--- config.mk ---
export PLATFORM = sky130hd
export DESIGN_NAME = fifo_rd_ctrl
export DESIGN_NICKNAME = d
export VERILOG_FILES = /design/src/rtl/fifo_pkg.sv /design/src/rtl/fifo_skid_buf.sv /design/src/rtl/fifo_rd_ctrl.sv
export SDC_FILE = /design/constraint.sdc
export NUM_CORES = 1
export LEC_CHECK = 0
export ABC_AREA = 1
export CAP_MARGIN = 20
export CORE_UTILIZATION = 57
export CTS_CLUSTER_DIAMETER = 150
export CTS_CLUSTER_SIZE = 8
export DETAILED_ROUTE_END_ITERATION = 7
export GPL_TIMING_DRIVEN = 0
export PLACE_DENSITY = 0.85
export SYNTH_ARGS = -nofsm -noshare
export SYNTH_HDL_FRONTEND = slang
export SYNTH_SLANG_ARGS = --single-unit
--- constraint.sdc ---
create_clock -name clk -period 9.08 [get_ports clk]
set_input_delay 1.362 -clock clk [delete_from_list [all_inputs] [get_ports clk]]
set_output_delay 1.362 -clock clk [all_outputs]
set_load 0.02 [all_outputs]
--- src/rtl/fifo_pkg.sv ---
// Shared types and sizing for the FIFO read-side controller.
package fifo_pkg;

   typedef enum logic [1:0] {
      IDLE      = 2'd0,
      BURST     = 2'd1,
      WAIT_LAST = 2'd2,
      ERROR     = 2'd3
   } rd_state_t;

   localparam int unsigned SKID_DEPTH = 2;

endpackage

--- src/rtl/fifo_skid_buf.sv ---
// Small in-order skid buffer holding words returned by the FIFO read port
// until the downstream stream accepts them.
module fifo_skid_buf
   import fifo_pkg::*;
#(
   parameter int unsigned DATA_WIDTH = 32
) (
   input  logic                                  clk_i,
   input  logic                                  rst_ni,
   input  logic                                  clr_i,
   input  logic                                  push_i,
   input  logic [DATA_WIDTH-1:0]                 push_data_i,
   input  logic                                  pop_i,
   output logic [$clog2(SKID_DEPTH+1)-1:0]       count_o,
   output logic [DATA_WIDTH-1:0]                 head_o
);

   localparam int unsigned CW = $clog2(SKID_DEPTH + 1);
   localparam int unsigned PW = $clog2(SKID_DEPTH);

   logic [DATA_WIDTH-1:0] mem_q [SKID_DEPTH];
   logic [PW-1:0]         rd_ptr_q;
   logic [PW-1:0]         wr_ptr_q;
   logic [CW-1:0]         count_q;

   always_ff @(posedge clk_i or negedge rst_ni) begin
      if (!rst_ni) begin
         for (int unsigned i = 0; i < SKID_DEPTH; i++) mem_q[i] <= '0;
         rd_ptr_q <= '0;
         wr_ptr_q <= '0;
         count_q  <= '0;
      end else if (clr_i) begin
         for (int unsigned i = 0; i < SKID_DEPTH; i++) mem_q[i] <= '0;
         rd_ptr_q <= '0;
         wr_ptr_q <= '0;
         count_q  <= '0;
      end else begin
         if (push_i) begin
            mem_q[wr_ptr_q] <= push_data_i;
            wr_ptr_q        <= wr_ptr_q + 1'b1;
         end
         if (pop_i) rd_ptr_q <= rd_ptr_q + 1'b1;
         // Simultaneous push and pop cancel out in the occupancy count.
         count_q <= count_q + CW'(push_i) - CW'(pop_i);
      end
   end

   assign count_o = count_q;
   assign head_o  = mem_q[rd_ptr_q];

endmodule

--- src/rtl/fifo_rd_ctrl.sv ---
// Burst read controller: pops the FIFO in bursts and presents the words as a
// valid/ready stream with an end-of-burst marker and sticky underflow error.
module fifo_rd_ctrl
   import fifo_pkg::*;
#(
   parameter int unsigned DATA_WIDTH = 32,
   parameter int unsigned ADDR_WIDTH = 5,
   parameter int unsigned BURST_LEN  = 4,
   parameter bit          SOFT_RESET = 1'b1
) (
   input  logic                  clk,
   input  logic                  hw_rst,
   input  logic                  sw_rst,
   input  logic                  enable,
   input  logic                  flush,
   input  logic                  err_clr,
   input  logic                  fifo_empty,
   input  logic [ADDR_WIDTH:0]   fifo_wr_lvl,
   input  logic [DATA_WIDTH-1:0] fifo_rd_data,
   input  logic                  fifo_underflow,
   output logic                  fifo_rd_en,
   output logic                  m_valid,
   input  logic                  m_ready,
   output logic [DATA_WIDTH-1:0] m_data,
   output logic                  m_last,
   output logic                  busy,
   output logic                  err_underflow,
   output logic [15:0]           beat_cnt
);

   localparam int unsigned     LW     = ADDR_WIDTH + 1;
   localparam logic [LW-1:0]   BLEN_P = LW'(BURST_LEN);

   rd_state_t     state_q, state_d;
   logic [LW-1:0] blen_q, blen_d;
   logic [LW-1:0] issued_q, issued_d;
   logic [LW-1:0] sent_q, sent_d;
   logic          inflight_q, inflight_d;
   logic          err_q, err_d;
   logic [15:0]   beat_cnt_q, beat_cnt_d;

   logic [$clog2(SKID_DEPTH+1)-1:0] buf_cnt;
   logic [2:0]                      occ;
   logic                            pop;
   logic                            soft_clr;
   logic                            err_exit;
   logic                            buf_clr;

   assign soft_clr = SOFT_RESET && !sw_rst;
   assign err_exit = (state_q == ERROR) && err_clr && !fifo_underflow;
   assign buf_clr  = soft_clr || err_exit;

   fifo_skid_buf #(
      .DATA_WIDTH (DATA_WIDTH)
   ) u_skid (
      .clk_i       (clk),
      .rst_ni      (hw_rst),
      .clr_i       (buf_clr),
      .push_i      (inflight_q),
      .push_data_i (fifo_rd_data),
      .pop_i       (pop),
      .count_o     (buf_cnt),
      .head_o      (m_data)
   );

   assign m_valid = (buf_cnt != '0);
   assign pop     = m_valid && m_ready;

   // Words already buffered or in flight after this cycle's pop; a new read
   // is only issued when the skid buffer is guaranteed a free slot.
   assign occ = 3'(buf_cnt) + 3'(inflight_q) - 3'(pop);

   assign fifo_rd_en = (state_q == BURST) && !fifo_empty && (issued_q < blen_q)
                       && (occ < 3'd2) && !fifo_underflow;

   assign m_last = m_valid && (state_q != ERROR) && (sent_q == blen_q - 1'b1);

   assign busy          = (state_q != IDLE);
   assign err_underflow = err_q;
   assign beat_cnt      = beat_cnt_q;

   always_comb begin
      state_d    = state_q;
      blen_d     = blen_q;
      issued_d   = issued_q + LW'(fifo_rd_en);
      sent_d     = sent_q + LW'(pop);
      inflight_d = fifo_rd_en;
      err_d      = err_q;
      beat_cnt_d = beat_cnt_q + 16'(pop);

      case (state_q)
         IDLE: begin
            if (enable) begin
               if (fifo_wr_lvl >= BLEN_P) begin
                  state_d  = BURST;
                  blen_d   = BLEN_P;
                  issued_d = '0;
                  sent_d   = '0;
               end else if (flush && fifo_wr_lvl != '0) begin
                  state_d  = BURST;
                  blen_d   = fifo_wr_lvl;
                  issued_d = '0;
                  sent_d   = '0;
               end
            end
         end
         BURST: begin
            if (issued_d == blen_q) state_d = WAIT_LAST;
         end
         WAIT_LAST: begin
            if (pop && m_last) state_d = IDLE;
         end
         ERROR: begin
            if (err_clr) begin
               state_d  = IDLE;
               blen_d   = '0;
               issued_d = '0;
               sent_d   = '0;
            end
         end
         default: state_d = IDLE;
      endcase

      if (err_clr) err_d = 1'b0;
      // Underflow dominates everything, including a coincident err_clr.
      if (fifo_underflow) begin
         err_d   = 1'b1;
         state_d = ERROR;
      end
   end

   always_ff @(posedge clk or negedge hw_rst) begin
      if (!hw_rst) begin
         state_q    <= IDLE;
         blen_q     <= '0;
         issued_q   <= '0;
         sent_q     <= '0;
         inflight_q <= 1'b0;
         err_q      <= 1'b0;
         beat_cnt_q <= '0;
      end else if (soft_clr) begin
         state_q    <= IDLE;
         blen_q     <= '0;
         issued_q   <= '0;
         sent_q     <= '0;
         inflight_q <= 1'b0;
         err_q      <= 1'b0;
         beat_cnt_q <= '0;
      end else begin
         state_q    <= state_d;
         blen_q     <= blen_d;
         issued_q   <= issued_d;
         sent_q     <= sent_d;
         inflight_q <= inflight_d;
         err_q      <= err_d;
         beat_cnt_q <= beat_cnt_d;
      end
   end

endmodule

; ---- After elaboration in Yosys (flattened, before gate mapping)
; Index checks and enable logic that the tools add are counted.
[word_totals]
reg_bits = 106
[classes]
n_addsub = 10
magnitude_cmp = 6
n_mux = 45
eq_ne = 16
reduce_logical = 24
bitwise_logic = 2
[ops]
columns = cell, n
row1 = 32-bit two-way mux, 4
row2 = 64-bit two-way mux, 2
row3 = 6-bit two-way mux, 15
row4 = 64-bit bitwise mux, 1
row5 = 6-bit one-hot mux with 2 select lines, 3
row6 = 32-bit demux with 1-bit select, 1
row7 = 2-bit two-way mux, 9
row8 = 16-bit by 1-bit adder with 16-bit output, 1
row9 = 16-bit two-way mux, 1
row10 = 4-bit != test (second input constant), 4
row11 = 6-bit by 1-bit adder with 6-bit output, 2
row12 = 6-bit == test, 2
row13 = 1-bit logical AND, 12
row14 = 1-bit two-way mux, 8
row15 = 2-bit one-hot mux with 4 select lines, 1
row16 = 2-bit nonzero test, 4
row17 = 6-bit by 3-bit greater-or-equal comparator with 1-bit output (second input constant), 1
row18 = 6-bit < comparator, 1
row19 = 3-bit by 1-bit != test with 1-bit output (second input constant), 2
row20 = 3-bit != test (second input constant), 2
row21 = 6-bit nonzero test, 1
row22 = 6-bit by 1-bit subtractor with 6-bit output (second input constant), 1
row23 = 5-bit != test (second input constant), 1
row24 = 5-bit AND reduction, 1
row25 = other kinds (17), 23

; ---- Longest topological paths before layout
[logic_depth]
word_depth = 12
depth_mapped = 27
ltp_nobuf = 27

; ---- Hierarchy
; Synthesis repeated with hierarchy kept, for this count alone.
[unflattened]
cells_unflattened = 619
hier_area_um2 = 5367.6
[modules_own_cells]
columns = module, area_each_um2, cells_each, n_inst
row1 = fifo_skid_buf, 2956.6, 300, 1
row2 = fifo_rd_ctrl, 2411.1, 319, 1

; ---- Worst setup path before layout
; Ideal clock, no wire load.
[synth_timing]
path_kind = input-to-reg
start = input m_ready
end = register state_q[0]
stages = 21
required_ns = 8.963
setup_time_ns = 0.117
path_slack_ns = 4.611
arrival_ns = 4.353
path_cell_list = nand2_1 > inv_1 > ha_1 > inv_1 > ha_1 > inv_1 > fa_1 > inv_1 > nor2_1 > nand4_1 > nor2_1 > ha_1 > ha_1 > xnor2_1 > nand2_1 > nor2_1 > nand3_1 > o21bai_2 > nand3_2 > nand3_1 > nand2_1
[synth_between]
elab_chain_cells = 9
word_cells_on_any_way = 11
[synth_lines]
columns = element, line_no
row1 = start: declaration, fifo_rd_ctrl.sv:23  ; input logic m_ready,
row2 = 1-bit logical AND, fifo_rd_ctrl.sv:67  ; assign pop = m_valid && m_ready;
row3 = 3-bit by 1-bit subtractor with 3-bit output, fifo_rd_ctrl.sv:71  ; assign occ = 3'(buf_cnt) + 3'(inflight_q) - 3'(pop);
row4 = 3-bit by 2-bit < comparator with 1-bit output, fifo_rd_ctrl.sv:74  ; && (occ < 3'd2) && !fifo_underflow;
row5 = 1-bit logical AND (2 in series), fifo_rd_ctrl.sv:74
row6 = net fifo_rd_en, fifo_rd_ctrl.sv:21  ; output logic fifo_rd_en,
row7 = 6-bit by 1-bit adder with 6-bit output, fifo_rd_ctrl.sv:85  ; issued_d = issued_q + LW'(fifo_rd_en);
row8 = 6-bit == test, fifo_rd_ctrl.sv:108  ; if (issued_d == blen_q) state_d = WAIT_LAST;
row9 = 4-bit by 3-bit != test with 1-bit output (no source line), --
row10 = 5-bit AND reduction (no source line), --
row11 = end signal: assignment, fifo_rd_ctrl.sv:150  ; state_q <= state_d;
row12 = end: declaration, fifo_rd_ctrl.sv:34  ; rd_state_t state_q, state_d;
; The timed path passes the listed nets, and every way through them passes these cells.
; A chain may end at the register's enable or synchronous reset.

; ---- Final worst setup path
[layout_timing]
start = input m_ready
end = output fifo_rd_en
[layout_between]
elab_chain_cells = 5
[layout_lines]
columns = element, line_no
row1 = 1-bit logical AND, fifo_rd_ctrl.sv:67
row2 = 3-bit by 1-bit subtractor with 3-bit output, fifo_rd_ctrl.sv:71
row3 = 3-bit by 2-bit < comparator with 1-bit output, fifo_rd_ctrl.sv:74
row4 = 1-bit logical AND (2 in series), fifo_rd_ctrl.sv:74
row5 = end: declaration, fifo_rd_ctrl.sv:21
; Every way passes these cells.

==> summary.md <==
| Metric | Value |
|---|---|
| # diodes | `0` |
| Status | `finished clean` |
| Largest net degree at the start of global routing | `68` |
| Max_slew headroom | `0.433` |
| Crit start category | `primary input` |
| Worst path top cell family by delay | `buffers and inverters` |
| GP Congestion | `0.852` |
| Synth top area cells | `dfrtp_1 46%, inv_1 9.5%, nand2_1 6.6%` |
| Metal-1 WL | `5.93 mm` |
| Post-synth top area cell | `dfrtp_1` |
| Endpoint class of the critical path | `output port` |
| Gate Count Post-Synth | `679` |
| Nets | `about 860` |
| Layout cells sized above 1 | `0.110` |
| Root buf cell | `clkbuf_8` |
| Detail Placement HPWL | `about 9.7 mm` |
| # resized after CTS | `0` |
| Clock buffer count from CTS | `9` |
| Mapped Avg Cell Area | `around 8.4 um^2` |
| GRT Overall Usage | `0.270` |
| Sink Count | `106` |
| Worst-Skew Late Latency | `370 ps` |
| Hold_ws | `490 ps` |
| DIE WIDTH | `102 um` |
| CP max-delay cell | `clkdlybuf4s50_1` |
| Data arrival, critical path | `4270 ps` |
| Unrepaired setup endpoints after global routing | `false` |
| DRT Wirelength | `~13 mm` |
| Most frequent cells in the layout | `145 x inv_1, 106 x dfrtp_1, 101 x nand2_1` |
| Area of the core | `about 0.0097 mm^2` |
| Power Dens Cells | `146 mW/mm^2` |
| IO Pins | `100` |
| Area delta synth->final | `23.1%` |
| Commonest non-fill, non-tap cell in the layout | `inv_1` |
| Final Hold Viols | `0` |
| Setup CP Type | `in2out` |
| Longest Clk Path Bufs | `2` |
| Worst path max stage delay | `640 ps` |
| Fillers | `740` |
| Mapped cell area | `0.00572 mm^2` |
| Port bufs | `98` |
| Met3 WL | `a little under 500 um` |
| Synth Flop Type | `dfrtp_1` |
| # rows | `36` |
| Final setup fails | `0` |
| Core Util, Final | `0.724` |
| Sum Neg Setup Slack | `0 ps` |
| Worst-path clk slew | `100 ps` |
| Path type of the worst min-delay path | `reg2reg` |
| Initial DRC Count | `between 200 and 250` |
| Vias in the first global route | `4776` |
| Syn. warnings | `0` |
| Max rail drop VDD | `94.5 uV` |
| Final Max Slew Viols | `0` |
| Setup bufs post-CTS | `0` |
| Crit path cell chain | `clkdlybuf4s50_1 -> nand2_1 -> inv_1 -> ha_1 -> inv_1 -> ha_1 -> inv_1 -> fa_1 -> inv_1 -> nor2_1 -> nand4_1 -> nor2_1 -> clkdlybuf4s50_1` |
| Final ANT Viol Nets | `0` |
| Hold_buf cts | `0` |
| DR WL met2 | `6.39 mm` |
| Cell repeated most along the worst path | `inv_1` |
| FF+latch count, synth | `106` |
| Synth cell types | `44` |
| Share of the synthesized area in the top cell type | `0.464` |
| Maxcap violations | `0` |
| Htree depth | `3` |
| Period Utilization, post-route | `0.620` |
| CTS tree | `built` |
| Die ar. | `0.0104 mm^2` |
| Least-Margin Pin Slew | `851 ps` |
| Worst Skew | `10.7 ps` |
| WP buf/inv | `6` |
| Vias per Instance | `5.23` |
| Vias | `4836` |
| Mapped Nets | `746` |
| Fmax | `roughly 0.18 GHz` |
| Global-route wire length before repair | `22.2 mm` |
| Worst-path fanout max | `4` |
| Synth async-reset ratio | `1.00` |
| WL/cell | `14.0 um` |
| Initial Util | `0.588` |
| Crit path required time | `7720 ps` |
| Leakage | `3.29 nW` |
| Grt ovf | `0` |
| Final Critical Period | `5630 ps` |
| Post-synth EDFFs | `0` |
| DRC viols | `0` |
| Detailed Routing Iterations Pass 1 | `4` |
| Top routing layer in use | `met4` |
| Initial antenna violation count | `0` |
| Post-synthesis sequential area ratio | `0.464` |
| Height of the die | `102 um` |
[path summary, 6_finish.rpt]
path	from	end	slack (ps)	depth (start not counted)
max in group asynchronous	hw_rst	blen_q[1]	7270	2
min reg2reg	u_skid.wr_ptr_q	u_skid.wr_ptr_q	490	2
max reg2reg	u_skid.count_o[1]	state_q[0]	5040	26
max	m_ready	fifo_rd_en	3450	13
min in group asynchronous	hw_rst	u_skid.mem_q[45]	1080	1
min	u_skid.wr_ptr_q	u_skid.wr_ptr_q	490	2
[cell families after synthesis]
group                      share of synthesized area
and+or+nand+nor                                0.194
buffers and inverters                          0.129
AOI/OAI and AO/OA                              0.150
DFF                                            0.464
adders and majority gates                     0.0451
xor gates and xnor gates                      0.0184
[Yosys cell counts (2+ instances only)]
master / count
inv_2: 3
o21ai_0: 48
o21bai_2: 2
nor3_1: 3
ha_1: 19
a21oi_1: 12
nand2_2: 3
nor3_4: 2
buf_1: 2
nor2_4: 3
nor2_1: 45
xnor2_1: 4
o21a_1: 2
nand2_1: 101
dfrtp_1: 106
nor2_2: 2
o21ai_2: 30
buf_6: 7
o22ai_1: 29
buf_2: 7
xor2_1: 8
inv_1: 145
nand4_1: 6
nand3_1: 57
o22ai_2: 3
nand3_2: 3
clkbuf_1: 10
[power by group]
| group | internal, W | total, W | switching (W) | leakage, nW |
|---|---|---|---|---|
| clock network | 0.0000981 | 0.000258 | 0.000159 | 0.0786 |
| registers | 0.000491 | 0.000504 | 0.0000127 | 1.47 |
| logic | 0.0000962 | 0.000268 | 0.000172 | 1.74 |
[per-stage QoR]
| step | instance area [um^2] | total power (W) | cells | setup slack (ps) |
|---|---|---|---|---|
| after floorplan | 5720 | 0.000670 | 679 | 4610 |
| after global placement | 6870 | 0.000769 | 910 | 2750 |
| after detailed placement | 6880 | 0.000779 | 911 | 3440 |
| after CTS | 7040 | 0.00103 | 925 | 3430 |
| after global routing | 7040 | 0.00109 | 925 | 3270 |
| final | 7040 | 0.00103 | 925 | 3450 |
[metal layers]
metal,global-route usage,up-vias
li1,-,2385
met1,0.373,2306
met2,0.440,124
met3,0.0417,21
met4,0.0813,0
met5,0,-
[registers in the layout (all words and copies together) (netlist names)]
signal,cells
issued_q,6
sent_q,6
u_skid.wr_ptr_q,1
u_skid.mem_q,64
u_skid.count_o,2
blen_q,6
beat_cnt,16
u_skid.rd_ptr_q,1
state_q,2
inflight_q,1
err_underflow,1
[layout make-up]
type | count | area [um^2] | share of cell area
Timing Repair Buffer | 99 | 998 | 0.142
Clock buffer | 10 | 128 | 0.0181
Inverter | 151 | 579 | 0.0823
Multi-Input combinational cell | 396 | 2330 | 0.331
Tap cell | 133 | 166 | 0.0236
Clock inverter | 4 | 30.0 | 0.00426
Sequential cell | 106 | 2650 | 0.377
Buffer | 26 | 159 | 0.0226
[worst reg2reg max path: stages (launching register included)]
cell and delay (ps):
dfrtp_1 430, nor2_1 150, inv_1 90, nand2_1 140, inv_1 130, ha_1 300, inv_1 70, ha_1 130
inv_1 50, fa_1 500, inv_1 40, nor2_1 150, nand4_1 160, nor2_1 170, ha_1 280, ha_1 270
inv_1 60, nand2_1 80, nand2_1 70, nand2_1 60, nand2_1 50, nor2_1 80, nand3_1 90, o21bai_2 160
nand3_2 110, nand3_1 80, nand2_1 50
No activity file was read; power rests on OpenSTA's default activity.
